$ cat src/rtl/spi_flash_wr_seq.sv
// spi_flash_wr_seq: WREN/PAGE-PROGRAM/RDSR-poll sequencer for spi_drive; define SPI_SEQ_TIMEOUT_EN to bound RDSR polls by POLL_MAX
module spi_flash_wr_seq #(
  parameter int          CS_GAP   = 4,
  parameter logic [15:0] POLL_MAX = 16'hFFFF
) (
  input  logic        sys_clk,
  input  logic        sys_rst,
  input  logic        req,
  input  logic [23:0] addr,
  input  logic [8:0]  len,
  input  logic [7:0]  wr_data,
  output logic        wr_data_rd,
  output logic        busy,
  output logic        done,
  output logic        err,
  output logic        spi_start,
  output logic        spi_end,
  output logic [7:0]  data_send,
  input  logic        send_done,
  input  logic [7:0]  data_rec,
  input  logic        rec_done
);
  typedef enum logic [2:0] {IDLE, WREN, GAP_A, PROG, GAP_B, RDSR, GAP_C, FIN} state_t;
  state_t      state_q;
  logic [23:0] addr_q;
  logic [8:0]  len_q;
  logic [8:0]  cnt_q;
  logic [1:0]  idx_q;
  logic        dat_q;
  logic        rc_q;
  logic        wip_q;
  logic [15:0] gap_q;
  logic        rd_q;
  logic        busy_q;
  logic        done_q;
  logic        err_q;
  logic        start_q;
  logic        end_q;
  logic [7:0]  send_q;
`ifdef SPI_SEQ_TIMEOUT_EN
  logic [15:0] poll_q;
  logic        to_q;
`endif
  logic        bad;
  logic        gap_end;
  logic [7:0]  hdr_byte;
  logic        unused_ok;
  assign bad        = len == 9'd0 || ({2'b00, addr[7:0]} + {1'b0, len}) > 10'd256;
  assign gap_end    = gap_q == 16'(CS_GAP - 1);
  assign hdr_byte   = idx_q == 2'd0 ? addr_q[23:16] : idx_q == 2'd1 ? addr_q[15:8] : addr_q[7:0];
  assign unused_ok  = ^{data_rec[7:1], POLL_MAX[0]};
  assign wr_data_rd = rd_q;
  assign busy       = busy_q;
  assign done       = done_q;
  assign err        = err_q;
  assign spi_start  = start_q;
  assign spi_end    = end_q;
  assign data_send  = send_q;
  always_ff @(posedge sys_clk) begin
    if (sys_rst) begin
      state_q <= IDLE;
      addr_q  <= '0;
      len_q   <= '0;
      cnt_q   <= '0;
      idx_q   <= '0;
      dat_q   <= 1'b0;
      rc_q    <= 1'b0;
      wip_q   <= 1'b0;
      gap_q   <= '0;
      rd_q    <= 1'b0;
      busy_q  <= 1'b0;
      done_q  <= 1'b0;
      err_q   <= 1'b0;
      start_q <= 1'b0;
      end_q   <= 1'b0;
      send_q  <= 8'h00;
`ifdef SPI_SEQ_TIMEOUT_EN
      poll_q  <= '0;
      to_q    <= 1'b0;
`endif
    end else begin
      done_q  <= 1'b0;
      err_q   <= 1'b0;
      start_q <= 1'b0;
      end_q   <= 1'b0;
      rd_q    <= 1'b0;
      case (state_q)
        IDLE: if (req) begin
          if (bad) begin
            done_q <= 1'b1;
            err_q  <= 1'b1;
          end else begin
            addr_q  <= addr;
            len_q   <= len;
            busy_q  <= 1'b1;
            start_q <= 1'b1;
            send_q  <= 8'h06;
            state_q <= WREN;
`ifdef SPI_SEQ_TIMEOUT_EN
            to_q    <= 1'b0;
`endif
          end
        end
        WREN: if (send_done) begin
          end_q   <= 1'b1;
          gap_q   <= '0;
          state_q <= GAP_A;
        end
        GAP_A: begin
          gap_q <= gap_q + 16'd1;
          if (gap_end) begin
            start_q <= 1'b1;
            send_q  <= 8'h02;
            idx_q   <= '0;
            dat_q   <= 1'b0;
            state_q <= PROG;
          end
        end
        PROG: if (send_done) begin
          if (dat_q && cnt_q == len_q) begin
            end_q   <= 1'b1;
            gap_q   <= '0;
            state_q <= GAP_B;
          end else if (dat_q || idx_q == 2'd3) begin
            send_q <= wr_data;
            rd_q   <= 1'b1;
            cnt_q  <= dat_q ? cnt_q + 9'd1 : 9'd1;
            dat_q  <= 1'b1;
          end else begin
            send_q <= hdr_byte;
            idx_q  <= idx_q + 2'd1;
          end
        end
        GAP_B: begin
          gap_q <= gap_q + 16'd1;
          if (gap_end) begin
            start_q <= 1'b1;
            send_q  <= 8'h05;
            idx_q   <= '0;
            rc_q    <= 1'b0;
            state_q <= RDSR;
`ifdef SPI_SEQ_TIMEOUT_EN
            poll_q  <= 16'd1;
`endif
          end
        end
        RDSR: begin
          if (send_done) begin
            if (idx_q[0]) begin
              end_q   <= 1'b1;
              gap_q   <= '0;
              state_q <= GAP_C;
            end else begin
              send_q <= 8'h00;
              idx_q  <= 2'd1;
            end
          end
          if (rec_done) begin
            if (rc_q) wip_q <= data_rec[0];
            rc_q <= 1'b1;
          end
        end
        GAP_C: begin
          gap_q <= gap_q + 16'd1;
          if (gap_end) begin
            if (!wip_q) state_q <= FIN;
`ifdef SPI_SEQ_TIMEOUT_EN
            else if (poll_q == POLL_MAX) begin
              to_q    <= 1'b1;
              state_q <= FIN;
            end
`endif
            else begin
              start_q <= 1'b1;
              send_q  <= 8'h05;
              idx_q   <= '0;
              rc_q    <= 1'b0;
              state_q <= RDSR;
`ifdef SPI_SEQ_TIMEOUT_EN
              poll_q  <= poll_q + 16'd1;
`endif
            end
          end
        end
        FIN: begin
          done_q  <= 1'b1;
          busy_q  <= 1'b0;
          state_q <= IDLE;
`ifdef SPI_SEQ_TIMEOUT_EN
          err_q   <= to_q;
`endif
        end
        default: state_q <= IDLE;
      endcase
    end
  end
endmodule

$ cat config.mk
export PLATFORM = sky130hd
export DESIGN_NAME = spi_flash_wr_seq
export DESIGN_NICKNAME = d
export VERILOG_FILES = /design/src/rtl/spi_flash_wr_seq.sv
export SDC_FILE = /design/constraint.sdc
export NUM_CORES = 1
export LEC_CHECK = 0
export ABC_AREA = 1
export ABC_CLOCK_PERIOD_IN_PS = 2700
export BUFFER_PORTS_ARGS = -buffer_cell sky130_fd_sc_hd__buf_4
export CAP_MARGIN = 15
export CORE_MARGIN = 5
export CORE_UTILIZATION = 31
export DETAILED_ROUTE_END_ITERATION = 7
export HOLD_SLACK_MARGIN = 0.05
export PLACE_DENSITY_LB_ADDON = 0.05
export SYNTH_ARGS = -nofsm -noshare
export SYNTH_HDL_FRONTEND = slang
export SYNTH_SLANG_ARGS = --single-unit
$ cat constraint.sdc
create_clock -name sys_clk -period 2.7 [get_ports sys_clk]
set_clock_uncertainty 0.1 [all_clocks]
set_input_delay 0.135 -clock sys_clk [delete_from_list [all_inputs] [get_ports sys_clk]]
set_output_delay 0.135 -clock sys_clk [all_outputs]
set_load 0.05 [all_outputs]
* Word level (Yosys, flattened, before mapping)
Cells that the tools add are included.
** Storage, ports and cells
- Register bits after elaboration :: 80
** Operators by class
- Add/sub/neg operators :: 4
- $lt $le $gt $ge :: 1
- Eq/ne operators :: 28
- Muxes and demuxes :: 70
- Bitwise gates (word level) :: 5
- Reduce and logical (&&, ||, !) cells :: 27
** Operators by type and width (number)
- two-way mux 8 bit :: 13
- two-way mux 16 bit :: 5
- case mux 16 bit (4 select lines) :: 1
- case mux 8 bit (6 select lines) :: 1
- != test 2 bit, second input constant :: 16
- two-way mux 3 bit :: 10
- case mux 3 bit (8 select lines) :: 1
- two-way mux 1 bit :: 22
- two-way mux 2 bit :: 9
- adder 16 x 1 -> 16 bit, second input constant :: 1
- equality test 16 x 2 -> 1 bit, second input constant :: 1
- equality test 3 bit, second input constant :: 4
- AND reduction 11 bit :: 1
- adder 8 x 9 -> 10 bit :: 1
- > comparator 10 x 9 -> 1 bit, second input constant :: 1
- AND reduction 10 bit :: 1
- AND reduction 5 bit :: 2
- adder 9 x 1 -> 9 bit, second input constant :: 1
- equality test 9 bit :: 1
- logical NOT 9 bit :: 1
- two-way mux 9 bit :: 1
- case mux 1 bit (3 select lines) :: 3
- AND reduction 3 bit :: 3
- AND reduction 9 bit :: 1
- other kinds (23) :: 34

* Logic depth before layout (Yosys ltp)
- Depth after elaboration :: 7
- Depth in mapped cells :: 18
- Gate-level depth less buffers :: 18

* Worst setup path before layout
OpenSTA, ideal clock, no wires.
- Path type :: input -> register
- Start :: input port addr[0]
- End :: register addr_q[15]
- Library setup time :: 132 ps
- Data arrival time :: 1853 ps
- Required time :: 2468 ps
- Path slack :: 615 ps
- Stages on the path :: 18
- Path buffers :: 1
- Cell sequence :: ha_1 inv_1 fa_1 inv_1 nand2_1 a21oi_1 nand2_1 nor2_1 nand2_1 nor2_2 nand2_1 nand2_2 nand2_4 inv_8 nand2_8 buf_6 nand2_1 a21oi_1
** On the way
- Word-level cells in the longest chain between the ends :: 5
** Ends and longest elaborated chain
- from (decl) :: line 9 : input logic [23:0] addr,
- adder 8 x 9 -> 10 bit :: line 48 : assign bad = len == 9'd0 || ({2'b00, addr[7:0]} + {1'b0, len}) > 10'd256;
- > comparator 10 x 9 -> 1 bit :: line 48
- logical OR 1 bit :: line 48
- inverter 1 bit (no line)
- AND reduction 3 bit (no line)
- to (signal assigned) :: line 93 : addr_q <= addr;
- to (decl) :: line 25 : logic [23:0] addr_q;
Every way passes these cells.
A chain may end at the register's enable or synchronous reset.

* Final worst setup path
- Start :: input port addr[1]
- End :: register addr_q[23]
The elaborated chain is that of the path after synthesis.

==> summary.md <==
| Metric | Value |
|---|---|
| Register Area | `0.00160 sq mm` |
| Critical path type | `in2reg` |
| FF-to-FF End | `data_send[0]$_SDFFE_PP0P_` |
| Area growth, synth to finish | `28.6%` |
| Final #Nets | `867` |
| CTS tree | `done` |
| GPL Wtd Cong | `0.884` |
| Wire per inst | `14.7 microns` |
| Initial antenna violation count | `0` |
| Most Crowded Layer GR | `met2` |
| Reg2Reg Depth | `11` |
| Clk sinks | `80` |
| Row count | `45` |
| Total leakage power | `2.46 nW` |
| WHS Path Cells | `5` |
| Setup crit end kind | `flip-flop` |
| CTS Buf Count | `9` |
| Status | `finished, final reports clean` |
| Post-detailed-routing wire length | `roughly 15000 microns` |
| Met2 global-route usage | `between 20 and 25%` |
| Post-synthesis sequential area ratio | `33.6%` |
| Fin. max-slew vios | `0` |
| VDD IR max | `0.303 mV` |
| CP Buf/Inv Count | `4` |
| CP max stage delay | `550 ps` |
| Reg2reg start | `gap_q[0]$_SDFFE_PP0P_` |
| First-pass GRT wire length | `23000 microns` |
| Number of remaining DRC errors | `0` |
| Post-route core utilization | `roughly two fifths` |
| Largest fanout on the critical path | `17` |
| Multi-input gate area | `0.00280 sq mm` |
| Buffers on Ports | `60` |
| Clk Latency, worst-skew pair | `340 ps` |
| Fin crit share | `94.3%` |
| Number of distinct library cells after synthesis | `44` |
| HPWL Detailed | `10400 microns` |
| Min-Delay Endpoint | `data_send[7]$_SDFFE_PP0P_` |
| Hold Fails Final Rpt | `0` |
| Gr usage total | `15.8%` |
| I/O pin cnt | `68` |
| Crit path time final | `2540 ps` |
| Clk root buf | `clkbuf_16` |
| PD cells | `a little over 700 mW/mm^2` |
| Critical path arrival | `2650 ps` |
| Clock-pin slew on the worst setup and hold paths | `60 ps` |
| Die Ht | `134 microns` |
| Clock Tree Buf Depth | `2` |
| Initial Util | `31.4%` |
| Vias per inst | `4.94` |
| Area of the core | `around 0.015 sq mm` |
| Layout cells sized above 1 | `17.6%` |
| Die Footprint | `0.0179 sq mm` |
| Slew @ Worst Pin | `842 ps` |
| Initial DRC count | `approximately 340` |
| Worst EP required | `2810 ps` |
| Worst-path cell chain | `dlygate4sd3_1, buf_4, inv_1, fa_2, nand2_1, a21oi_2, nand2_1, nor2_2, nand2_1, nor2_2, nand2_1, nand2_2, nand2_8, clkinv_8, nand2_8, nand2_1, a21oi_1` |
| Synth Area per Inst | `6.73 sq um` |
| Slowest-stage cell, CP | `fa_2` |
| Critical path launch point type | `input pin` |
| Met1 Usage GRT | `22.6%` |
| Area after DPL | `0.00530 sq mm` |
| Number of max-cap violations | `0` |
| Hold Crit Start | `wr_data[7]` |
| Worst path top cell family by delay | `simple AND/OR/NAND/NOR gates` |
| Fmax | `between 300 and 400 MHz` |
| Critical Path Most Common Cell | `nand2_1` |
| Met3 Track Usage GR | `3.00%` |
| Vias | `~5000` |
| Slew Limit Headroom | `43.8%` |
| Cell count after synthesis | `around 710` |
| Vias in the first global route | `between 4000 and 5000` |
| CTS H-tree depth | `3` |
| Pin count of the biggest net entering global routing | `38` |
| Antenna violation net count after detailed routing | `0` |
| N_diodes | `0` |
| Yosys warning total | `0` |
| Setup-failing EPs final | `0` |
| Fill cells | `1593` |
| Finished Cell Area | `0.00612 sq mm` |
| GRT overflow | `0` |
| RSZ-0062 raised after global routing | `yes` |
| Min-delay worst type | `in2reg` |
| TritonRoute pass-1 iters | `4` |
| Net count after synthesis | `775` |
| Reg2Reg Setup Slack | `380 ps` |
| Synth Cell Area | `0.00476 sq mm` |
| Die width | `134 microns` |
| #FFs+latches synth | `80` |
## kinds of logic (layout without fill, tap and decap cells)
family                   Yosys count  in the layout  synth area share [%]
AND/OR/NAND/NOR                  387            389                  37.2
buffers and inverters            100            194                  9.91
adder cells (fa/ha/maj)           14             14                  3.84
AO/OA/AOI/OAI                    115            115                  13.4
flip-flops                        80             80                  33.6
XOR/XNOR                          11             11                  2.02
## stage by stage
stage	setup TNS [ps]	hold WS, ps	setup slack, ps	cells	power (mW)
2_1_floorplan	0	182	615	707	2.63
3_3_place_gp	0	323	85.2	934	3.00
3_5_place_dp	0	328	111	934	3.01
4_1_cts	0	59.6	70.5	984	4.29
5_1_grt	-200	92.9	-22.7	991	4.63
6_report	0	66.5	155	991	4.35
## cells in the final DEF, fill, tap and decap left out, types with 2 or more instances in the layout
cell	count
buf_12	2
nand2_8	5
xor2_1	6
nor3_2	2
nand3_2	3
nand3_1	95
dlygate4sd3_1	35
inv_6	2
o21ai_0	16
dfxtp_1	80
nand2_1	166
xnor2_1	5
a211oi_1	4
nand4_1	13
a21oi_1	75
clkinvlp_4	2
buf_4	67
ha_1	13
nor4_1	9
nand3b_1	2
clkbuf_16	9
o211ai_1	2
nand2_2	16
nor2_2	8
inv_1	65
or2_2	2
inv_2	6
nor2_1	50
a22oi_1	5
a21oi_2	7
nor3_1	14
## layout make-up
class / instances / area share (%)
clock buffers: 10 / 3.74
clock inverters: 5 / 0.961
inverters: 73 / 4.68
multi-input cells: 529 / 45.7
flip-flops and latches: 80 / 26.2
well taps: 188 / 3.84
repair buffers: 104 / 14.6
repair inverters: 2 / 0.286
## worst max path at each step
stage / cells past startpoint / to / start
floorplan: 18 / addr_q[15]$_SDFFE_PP0P_ / addr[0]
global placement: 18 / addr_q[6]$_SDFFE_PP0P_ / len[0]
detailed placement: 18 / addr_q[5]$_SDFFE_PP0P_ / len[0]
CTS: 18 / addr_q[5]$_SDFFE_PP0P_ / addr[1]
global route: 17 / addr_q[6]$_SDFFE_PP0P_ / addr[1]
finish: 17 / addr_q[23]$_SDFFE_PP0P_ / addr[1]
## registers in the layout, indices dropped and copies added (netlist names), 2 cells and up
| register | flops |
|---|---|
| addr_q | 24 |
| cnt_q | 9 |
| data_send | 8 |
| gap_q | 16 |
| idx_q | 2 |
| len_q | 9 |
| state_q | 3 |
## report_power, final
part | internal, mW | switching [mW]
Sequential | 1.32 | 0.115
Combinational | 0.568 | 1.13
Clock | 0.712 | 0.508
## timing repair
item	4_1_cts	5_1_grt
gates resized for setup	0	24
setup endpoints to repair	0	38
endpoints found under the hold margin	34	0
setup buffers	0	3
hold buffers	35	0
## tightest hold or removal path, delay by kind of cell
family	cells	cell delay (ps)
buffers and inverters	1	80
AO/OA/AOI/OAI	1	60
AND/OR/NAND/NOR	3	200
## layer usage
layer / vias up / wire [microns]
met2: 96 / 6520
met5: - / 0
met4: 0 / 167
met1: 2247 / 7330
met3: 12 / 542
li1: 2540 / -
## synthesized netlist by cell type (all sizes together)
cell	n	area (sq um)
xor2	6	52.6
nand3b	2	15.0
nor4	9	56.3
clkinv	1	3.75
fa	1	20.0
or2	3	18.8
nand4	14	93.8
clkbuf	12	46.3
a211oi	4	30.0
nor3	16	90.1
a22oi	5	37.5
o22ai	1	6.26
xnor2	5	43.8
o2111ai	1	8.76
a32oi	1	8.76
nor2	59	246
o211ai	2	15.0
buf	15	144
inv	72	278
a31oi	1	6.26
nand3	98	505
a21oi	83	434
ha	13	163
dfxtp	80	1600
o21ai	17	88.8
nand2	186	747
Note: power is estimated with default switching activity, not from simulation.
